`config.mk`:
```
export PLATFORM = sky130hd
export DESIGN_NAME = recv_protocol
export DESIGN_NICKNAME = d
export VERILOG_FILES = /design/src/rtl/trans_pkg.sv /design/src/rtl/recv_protocol_shift_reg.sv /design/src/rtl/recv_protocol.sv
export SDC_FILE = /design/constraint.sdc
export NUM_CORES = 1
export LEC_CHECK = 0
export ABC_AREA = 1
export ABC_CLOCK_PERIOD_IN_PS = 1700
export CAP_MARGIN = 20
export CORE_MARGIN = 8
export CORE_UTILIZATION = 54
export CTS_CLUSTER_SIZE = 30
export DETAILED_ROUTE_END_ITERATION = 6
export HOLD_SLACK_MARGIN = 0.05
export PLACE_DENSITY = 0.88
export SLEW_MARGIN = 20
export SYNTH_ARGS = -nofsm -noshare
export SYNTH_HDL_FRONTEND = slang
export SYNTH_SLANG_ARGS = --single-unit
export TNS_END_PERCENT = 50
```
`constraint.sdc`:
```
create_clock -name clk -period 1.7 [get_ports clk]
set_input_delay 0.17 -clock clk [delete_from_list [all_inputs] [get_ports clk]]
set_output_delay 0.17 -clock clk [all_outputs]
set_load 0.01 [all_outputs]
```
`src/rtl/trans_pkg.sv`:
```
// Constants and state encoding shared by the serial link transmitter and receiver.
package trans_pkg;

  localparam int DATA_W   = 55;
  localparam int HDR_ONES = 5;
  localparam int HDR_W    = HDR_ONES + 1;
  localparam int PKT_LEN  = HDR_W + DATA_W;
  localparam int CNT_W    = 6;

  localparam logic [HDR_W-1:0] HDR = 6'b01_1111;

  typedef enum logic [1:0] {
    ST_IDLE = 2'd0,
    ST_HDR  = 2'd1,
    ST_DATA = 2'd2
  } rx_state_t;

endpackage

```
`src/rtl/recv_protocol_shift_reg.sv`:
```
// Payload shift register. Holds the W-1 most recent line bits; the parallel
// word appends the live line bit so the full payload is available on the completion edge.
module rx_shift_reg #(
  parameter int W = 55
) (
  input  logic         clk,
  input  logic         rst,
  input  logic         shift_en,
  input  logic         din,
  output logic [W-1:0] word
);

  logic [W-2:0] q;

  always_ff @(posedge clk) begin
    if (rst) begin
      q <= '0;
    end else if (shift_en) begin
      q <= {q[W-3:0], din};
    end
  end

  assign word = {q, din};

endmodule

```
`src/rtl/recv_protocol.sv`:
```
// Serial packet receiver: detects the 01_1111 header, shifts in the payload MSB
// first and hands it to the router core over a valid/ack handshake.
//
// state   | meaning
// IDLE    | line idle, waiting for a start 0
// HDR     | counting the header ones after a start bit
// DATA    | shifting in payload bits
import trans_pkg::*;

module recv_protocol #(
  parameter int DATA_W   = trans_pkg::DATA_W,
  parameter int HDR_ONES = trans_pkg::HDR_ONES,
  parameter int CNT_W    = trans_pkg::CNT_W
) (
  input  logic              clk,
  input  logic              rst,
  input  logic              S_Data,
  input  logic              rx_ack,
  output logic [DATA_W-1:0] RX_Data,
  output logic              rx_valid,
  output logic              rx_err,
  output logic              rx_overrun,
  output logic              busy
);

  rx_state_t          state, state_nxt;
  logic [CNT_W-1:0]   cnt, cnt_nxt;
  logic               shift_en;
  logic               complete;
  logic               hdr_err;
  logic [DATA_W-1:0]  word;

  rx_shift_reg #(.W(DATA_W)) u_shreg (
    .clk      (clk),
    .rst      (rst),
    .shift_en (shift_en),
    .din      (S_Data),
    .word     (word)
  );

  always_ff @(posedge clk) begin
    if (rst) begin
      state <= ST_IDLE;
      cnt   <= '0;
    end else begin
      state <= state_nxt;
      cnt   <= cnt_nxt;
    end
  end

  always_comb begin
    state_nxt = state;
    cnt_nxt   = cnt;
    shift_en  = 1'b0;
    complete  = 1'b0;
    hdr_err   = 1'b0;
    unique case (state)
      ST_IDLE: begin
        if (!S_Data) begin
          state_nxt = ST_HDR;
          cnt_nxt   = CNT_W'(HDR_ONES);
        end
      end
      ST_HDR: begin
        if (S_Data) begin
          if (cnt == CNT_W'(1)) begin
            state_nxt = ST_DATA;
            cnt_nxt   = CNT_W'(DATA_W);
          end else begin
            cnt_nxt = cnt - CNT_W'(1);
          end
        end else begin
          // a premature 0 restarts the header rather than dropping to IDLE
          hdr_err = 1'b1;
          cnt_nxt = CNT_W'(HDR_ONES);
        end
      end
      ST_DATA: begin
        shift_en = 1'b1;
        cnt_nxt  = cnt - CNT_W'(1);
        if (cnt == CNT_W'(1)) begin
          complete  = 1'b1;
          state_nxt = ST_IDLE;
        end
      end
      default: begin
        state_nxt = ST_IDLE;
        cnt_nxt   = '0;
      end
    endcase
  end

  always_ff @(posedge clk) begin
    if (rst) begin
      RX_Data    <= '0;
      rx_valid   <= 1'b0;
      rx_err     <= 1'b0;
      rx_overrun <= 1'b0;
    end else begin
      rx_err     <= hdr_err;
      rx_overrun <= 1'b0;
      if (complete) begin
        // an unconsumed word wins over the new packet
        if (!rx_valid || rx_ack) begin
          RX_Data  <= word;
          rx_valid <= 1'b1;
        end else begin
          rx_overrun <= 1'b1;
        end
      end else if (rx_valid && rx_ack) begin
        rx_valid <= 1'b0;
      end
    end
  end

  assign busy = (state != ST_IDLE);

endmodule
```
==> flow_metrics.py, run 1 <==
metrics = {
    "synth": {
        "synth_nets": 677,
        "syn_inst": 671,
        "ys_warn_count": 0,
        "ys_ff_latch": 120,
        "yosysSeqAreaShare_pct": 50.61,
        "syn_avg_cell_area_um2": 7.075,
        "synth_top_area_cell": "dfxtp_1",
        "netlist_top_cells_area": "dfxtp_1, nand2_1, nor2_1, inv_1, a21oi_1",
        "netlist.area_leader.share_pct": 50.61,
        "synth.distinct_cells": 20,
        "netlist_area_um2": 4747,
    },
    "power": {
        "power_density_nw_per_um2": 1082,
        "pwr-share-clk_pct": 51.1,
        "combPwrFrac_pct": 4.2,
        "sw_frac_of_total_pct": 24.08,
        "leakage_nw": 2.833,
        "p_int_w": 0.004928,
        "p_switching_w": 0.001563,
        "seqPwrFrac_pct": 44.7,
        "peakVddDrop_mv": 0.6601,
    },
    "placed_design": {
        "dpl_cell_area_um2": 5441,
        "dp.final_hpwl_mm": 6.140,
        "port-buffer-count": 62,
        "globalplace.congestion": 0.8318,
    },
    "clocking": {
        "cts-hold-fix-buffers": 0,
        "root_buffer": "clkbuf_8",
        "cts_buffer_depth": 2,
        "cts_tree": "yes",
        "cts.htree.levels": 4,
        "clk_latency_ns": 0.50,
        "post_cts_resized": 2,
        "cts_sinks": 120,
        "cts_buffers": 17,
        "clk_pin_slew_ns": 0.06,
        "cts_setup_buffers": 0,
    },
    "critical_path": {
        "path_cells": "clkdlybuf4s50_1",
        "crit_buf_inv": 1,
        "critPathTopFamily": "buffers and inverters",
        "cp_slowest_cell": "clkdlybuf4s50_1",
        "worstSetupStartpointType": "register",
        "crit_fanout": 2,
        "required_ns": 1.53,
        "critical_path_class": "reg -> out",
        "arrival_ns": 1.41,
        "max_stage_delay_ns": 0.57,
        "cp-end-kind": "primary output",
    },
    "timing": {
        "fmax_mhz": 632.4,
        "final_max_slew_viol_count": 0,
        "tightest_slew_ns": 0.3347,
        "hold_violations": 0,
        "period_needed_ns": 1.581,
        "finalSetupViolCount": 0,
        "rsz0062_at_grt": "false",
        "skew_ns": 0.01145,
        "max-slew-margin-rel_pct": 77.69,
        "period_share_pct": 93.02,
        "fin_setup_tns_ns": 0,
        "hold_slack_ns": 0.3495,
    },
    "floorplanning": {
        "die_x_um": 109.8,
        "initial_utilization_pct": 54.97,
        "dieHeight_um": 109.8,
        "core_area_um2": 8636,
        "dieArea_um2": 12050,
        "rows": 34,
        "ios": 63,
    },
    "worst_hold_path": {
        "hp-class": "in -> reg",
    },
    "drt": {
        "drt-total-wl_mm": 9.839,
        "drc": 0,
        "ant_nets": 0,
        "firstDrtPassIters": 4,
        "wl_per_cell_um": 11.63,
        "viasPerCell": 4.775,
        "vias": 4040,
        "first_iter_violations": 226,
    },
    "status": {
        "status": "completed",
    },
    "grt": {
        "grt_pass1_vias": 3766,
        "track_usage_pct": 16.49,
        "grt_max_degree": 72,
        "antenna_found_initial": 0,
        "grt_pass1_wl_mm": 15.99,
        "grt_remaining_overflow": 0,
    },
    "cells_and_area": {
        "final_common_cell": "nand2_1",
        "finish.net_count": 731,
        "final-seq-area_um2": 2404,
        "fillCellCount": 681,
        "final_cell_mix": "nand2_1, nor2_1, inv_1",
        "area_delta_synth_final_pct": 26.33,
        "multi_input_area_um2": 1699,
        "drive_gt1_share_pct": 6.504,
        "n_antenna_cell": 0,
        "fin_area_um2": 5997,
    },
    "flow_run": {
        "maxCapViolCount": 0,
    },
}
## per-stage QoR
step                      std cells  util (%)  total power [W]  worst slack, ns
after floorplan                 671         -         0.003137           0.3914
after global placement          814     63.01         0.003211           0.2302
after detailed placement        814     63.01         0.003230           0.1024
after CTS                       846     69.44         0.006518          0.08004
after global routing            846     69.44         0.006710          0.04615
final                           846     69.44         0.006491           0.1186
## sequential cells by signal (all words and copies together) (netlist names)
name,cells
RX_Data,55
cnt,6
rx_err,1
rx_overrun,1
rx_valid,1
state,2
u_shreg.q,54
## worst paths after layout
check / startpoint / slack (ns) / depth (start not counted) / to
max reg2reg: cnt[1]$_SDFFE_PP0P_ / 0.16 / 9 / RX_Data[37]$_SDFFE_PP0P_
max: RX_Data[28]$_SDFFE_PP0P_ / 0.12 / 1 / RX_Data[28]
min: S_Data / 0.35 / 2 / rx_err$_SDFF_PP0_
min reg2reg: u_shreg.q[49]$_SDFFE_PP0P_ / 0.46 / 2 / u_shreg.q[50]$_SDFFE_PP0P_
## synthesized netlist by cell type
master and instances:
nand2_1 132, nor2_1 122, inv_1 121, dfxtp_1 120, a21oi_1 62, o21ai_0 57
clkbuf_1 17, buf_2 12, nand3_1 8, buf_6 6, ha_1 2, inv_2 2
nor2_4 2, nor3_1 2, nand3_2 1, nand4_1 1, nor2_2 1, nor4_1 1
o21bai_1 1, xor2_1 1
## power groups by stage
stage	registers, W	clock network [W]	logic, W
after floorplan	0.00296	0	0.000182
after global placement	0.00296	0	0.000254
after detailed placement	0.00296	0	0.000269
after CTS	0.00290	0.00334	0.000272
after global routing	0.00291	0.00350	0.000303
final	0.00290	0.00331	0.000273
## area by class of cell
type / instances / area share [%]
flip-flops and latches: 120 / 40.08
multi-input cells: 393 / 28.33
repair buffers: 70 / 12.37
inverters: 123 / 7.699
clock buffers: 17 / 6.906
clock inverters: 15 / 2.358
well taps: 108 / 2.253
## cells by family after synthesis
family / synth area share (%)
AND/OR/NAND/NOR: 22.22
AO/OA/AOI/OAI: 12.70
adder cells (fa/ha/maj): 0.5271
XOR/XNOR: 0.1845
flip-flops: 50.61
buffers and inverters: 13.76
## metal layers
metal / global-route usage [%] / vias up / share of wire [%]
met5: 0 / - / 0
met4: 8.968 / 0 / 1.6
met3: 4.220 / 16 / 4.3
met2: 29.24 / 95 / 51
met1: 17.58 / 1805 / 43
li1: - / 2124 / -
Note: power is estimated with default switching activity, not from simulation.
==> inputs of run 2 (changes only) <==
Settings changed: CORE_UTILIZATION 54 to 57, CTS_BUF_LIST from default to sky130_fd_sc_hd__clkbuf_8, PLACE_DENSITY 0.88 to 0.92.
==> run 2 against run 1 <==
Against the previous run: power down 8.4%; via count is 1.1% higher; sequential power about the same; fmax down 3.9%; combinational power fell by 2%; sequential share of layout area rose by 0.94 points; setup slack worse by 0.064 ns; core utilization grew 2.7 points; largest power group is now sequential cells; critical endpoint is now RX_Data[5]$_SDFFE_PP0P_.
==> flow_metrics.py, run 2 (same netlist as run 1, synthesis figures left out) <==
metrics = {
    "timing": {
        "hold_slack_ns": 0.4217,
        "period_share_pct": 96.81,
        "final_max_slew_viol_count": 0,
        "rsz0062_at_grt": "true",
        "finalSetupViolCount": 0,
        "period_needed_ns": 1.646,
        "skew_ns": 0.007541,
        "hold_violations": 0,
        "tightest_slew_ns": 0.4316,
        "max-slew-margin-rel_pct": 71.23,
        "fmax_mhz": 607.6,
    },
    "clocking": {
        "cts_buffers": 17,
        "clk_pin_slew_ns": 0.07,
        "clk_latency_ns": 0.42,
        "cts_tree": "yes",
        "cts_buffer_depth": 2,
        "cts.htree.levels": 4,
        "root_buffer": "clkbuf_8",
        "cts-hold-fix-buffers": 0,
        "cts_sinks": 120,
    },
    "power": {
        "power_density_nw_per_um2": 1013,
        "leakage_nw": 2.787,
        "p_int_w": 0.004561,
        "combPwrFrac_pct": 4.5,
        "p_switching_w": 0.001381,
        "pwr-share-clk_pct": 46.7,
        "peakVddDrop_mv": 0.5644,
        "sw_frac_of_total_pct": 23.24,
        "seqPwrFrac_pct": 48.8,
    },
    "grt": {
        "grt_pass1_vias": 3769,
        "grt_remaining_overflow": 0,
        "grt_pass1_wl_mm": 16.56,
        "grt_max_degree": 66,
        "track_usage_pct": 17.59,
        "antenna_found_initial": 0,
    },
    "critical_path": {
        "crit_path_frequent_cell": "nand2_1",
        "required_ns": 2.06,
        "cp_slowest_cell": "dfxtp_1",
        "critical_path_class": "reg -> reg",
        "crit_fanout": 65,
        "arrival_ns": 2.00,
        "max_stage_delay_ns": 0.33,
        "cp-end-kind": "register",
        "critPathTopFamily": "simple AND/OR/NAND/NOR gates",
        "worstSetupStartpointType": "register",
        "path_cells": "inv_1 > ha_1 > nand2_1 > nor2_4 > nand3_4 > buf_12 > nand2_1 > nand2_1 > nor2_1",
        "crit_buf_inv": 2,
    },
    "cells_and_area": {
        "drive_gt1_share_pct": 6.640,
        "n_antenna_cell": 0,
        "finish.net_count": 731,
        "largestRegisters": "RX_Data (55), u_shreg.q (54), cnt (6)",
        "final_cell_mix": "nand2_1, nor2_1, inv_1",
        "fillCellCount": 631,
        "area_delta_synth_final_pct": 23.62,
        "largest_register_ffs": 55,
        "fin_cells": 843,
        "largest_register": "RX_Data",
        "final_common_cell": "nand2_1",
    },
    "flow_run": {
        "maxCapViolCount": 0,
    },
    "drt": {
        "viasPerCell": 4.845,
        "drt-total-wl_mm": 9.818,
        "ant_nets": 0,
        "first_iter_violations": 193,
        "firstDrtPassIters": 5,
        "vias": 4084,
        "drc": 0,
        "wl_per_cell_um": 11.65,
    },
    "placed_design": {
        "port-buffer-count": 62,
        "dp.final_hpwl_mm": 6.067,
        "globalplace.congestion": 0.8205,
        "dp.cells": 811,
    },
    "worst_hold_path": {
        "hp-class": "in -> reg",
    },
    "floorplanning": {
        "dieHeight_um": 107.3,
        "dieArea_um2": 11500,
        "rows": 33,
        "core_area_um2": 8134,
        "initial_utilization_pct": 58.36,
        "ios": 63,
        "die_x_um": 107.3,
    },
    "status": {
        "status": "completed",
    },
}
## run 2: cell types whose count changed in the layout (fill, tap and decap cells not counted), moves of 3 or more
cell       before  now
inv_6           7    2
bufinv_16       1    4
clkbuf_8        1   17
clkbuf_16      16    0
## run 2: layer usage
metal  share of wire (%)  wire, µm  vias to the layer above  track usage [%]
li1                    -         -                     2118                -
met3                 6.3       615                       16            5.988
met1                  42      4147                     1834            19.15
met2                  50      4909                      116            29.88
met4                 1.5       146                        0            8.744
met5                   0         0                        -                0
## run 2: power groups by stage
stage | sequential (W) | combinational (W) | clock (W)
after floorplan | 0.00296 | 0.000182 | 0
after global routing | 0.00290 | 0.000302 | 0.00294
after detailed placement | 0.00296 | 0.000264 | 0
after global placement | 0.00296 | 0.000253 | 0
after CTS | 0.00290 | 0.000269 | 0.00282
final | 0.00290 | 0.000268 | 0.00277
## run 2: timing repair
item	CTS	global route
gates resized for setup	3	1
endpoints found under the hold margin	0	0
setup buffers	0	0
setup endpoints to repair	1	2
## run 2: worst paths after layout
| path | endpoint | from | slack (ns) | cells after the start |
|---|---|---|---|---|
| worst min register to register | state[0]$_SDFFE_PP0P_ | state[1]$_SDFFE_PP0P_ | 0.45 | 1 |
| worst min-delay path | rx_err$_SDFF_PP0_ | S_Data | 0.42 | 2 |
| worst max-delay path | RX_Data[5]$_SDFFE_PP0P_ | cnt[1]$_SDFFE_PP0P_ | 0.05 | 9 |
| worst max register to register | RX_Data[5]$_SDFFE_PP0P_ | cnt[1]$_SDFFE_PP0P_ | 0.05 | 9 |
## run 2: metrics by stage
stage	total power [W]	utilization (%)	instance area (µm²)	setup slack, ns	setup TNS (ns)
floorplan	0.003137	-	4747	0.3914	0
global placement	0.003210	66.70	5425	0.2699	0
detailed placement	0.003225	66.70	5425	0.2186	0
CTS	0.005990	72.11	5866	0.01301	0
global route	0.006149	72.14	5868	-0.03040	-0.03040
finish	0.005943	72.14	5868	0.05429	0
## run 2: layout make-up
type | instances | area, µm² | area share [%]
Clock buffer | 17 | 234.0 | 3.987
Clock inverter | 15 | 201.4 | 3.433
Inverter | 123 | 461.7 | 7.868
Multi-Input combinational cell | 393 | 1699 | 28.96
Sequential cell | 120 | 2407 | 41.02
Tap cell | 105 | 131.4 | 2.239
Timing Repair Buffer | 70 | 733.2 | 12.49
==> inputs of run 3 (changes only) <==
Settings changed: GPL_ROUTABILITY_DRIVEN from default to 0.
==> results of run 3 <==
Final layout, timing and power as in run 2 (identical DEF).
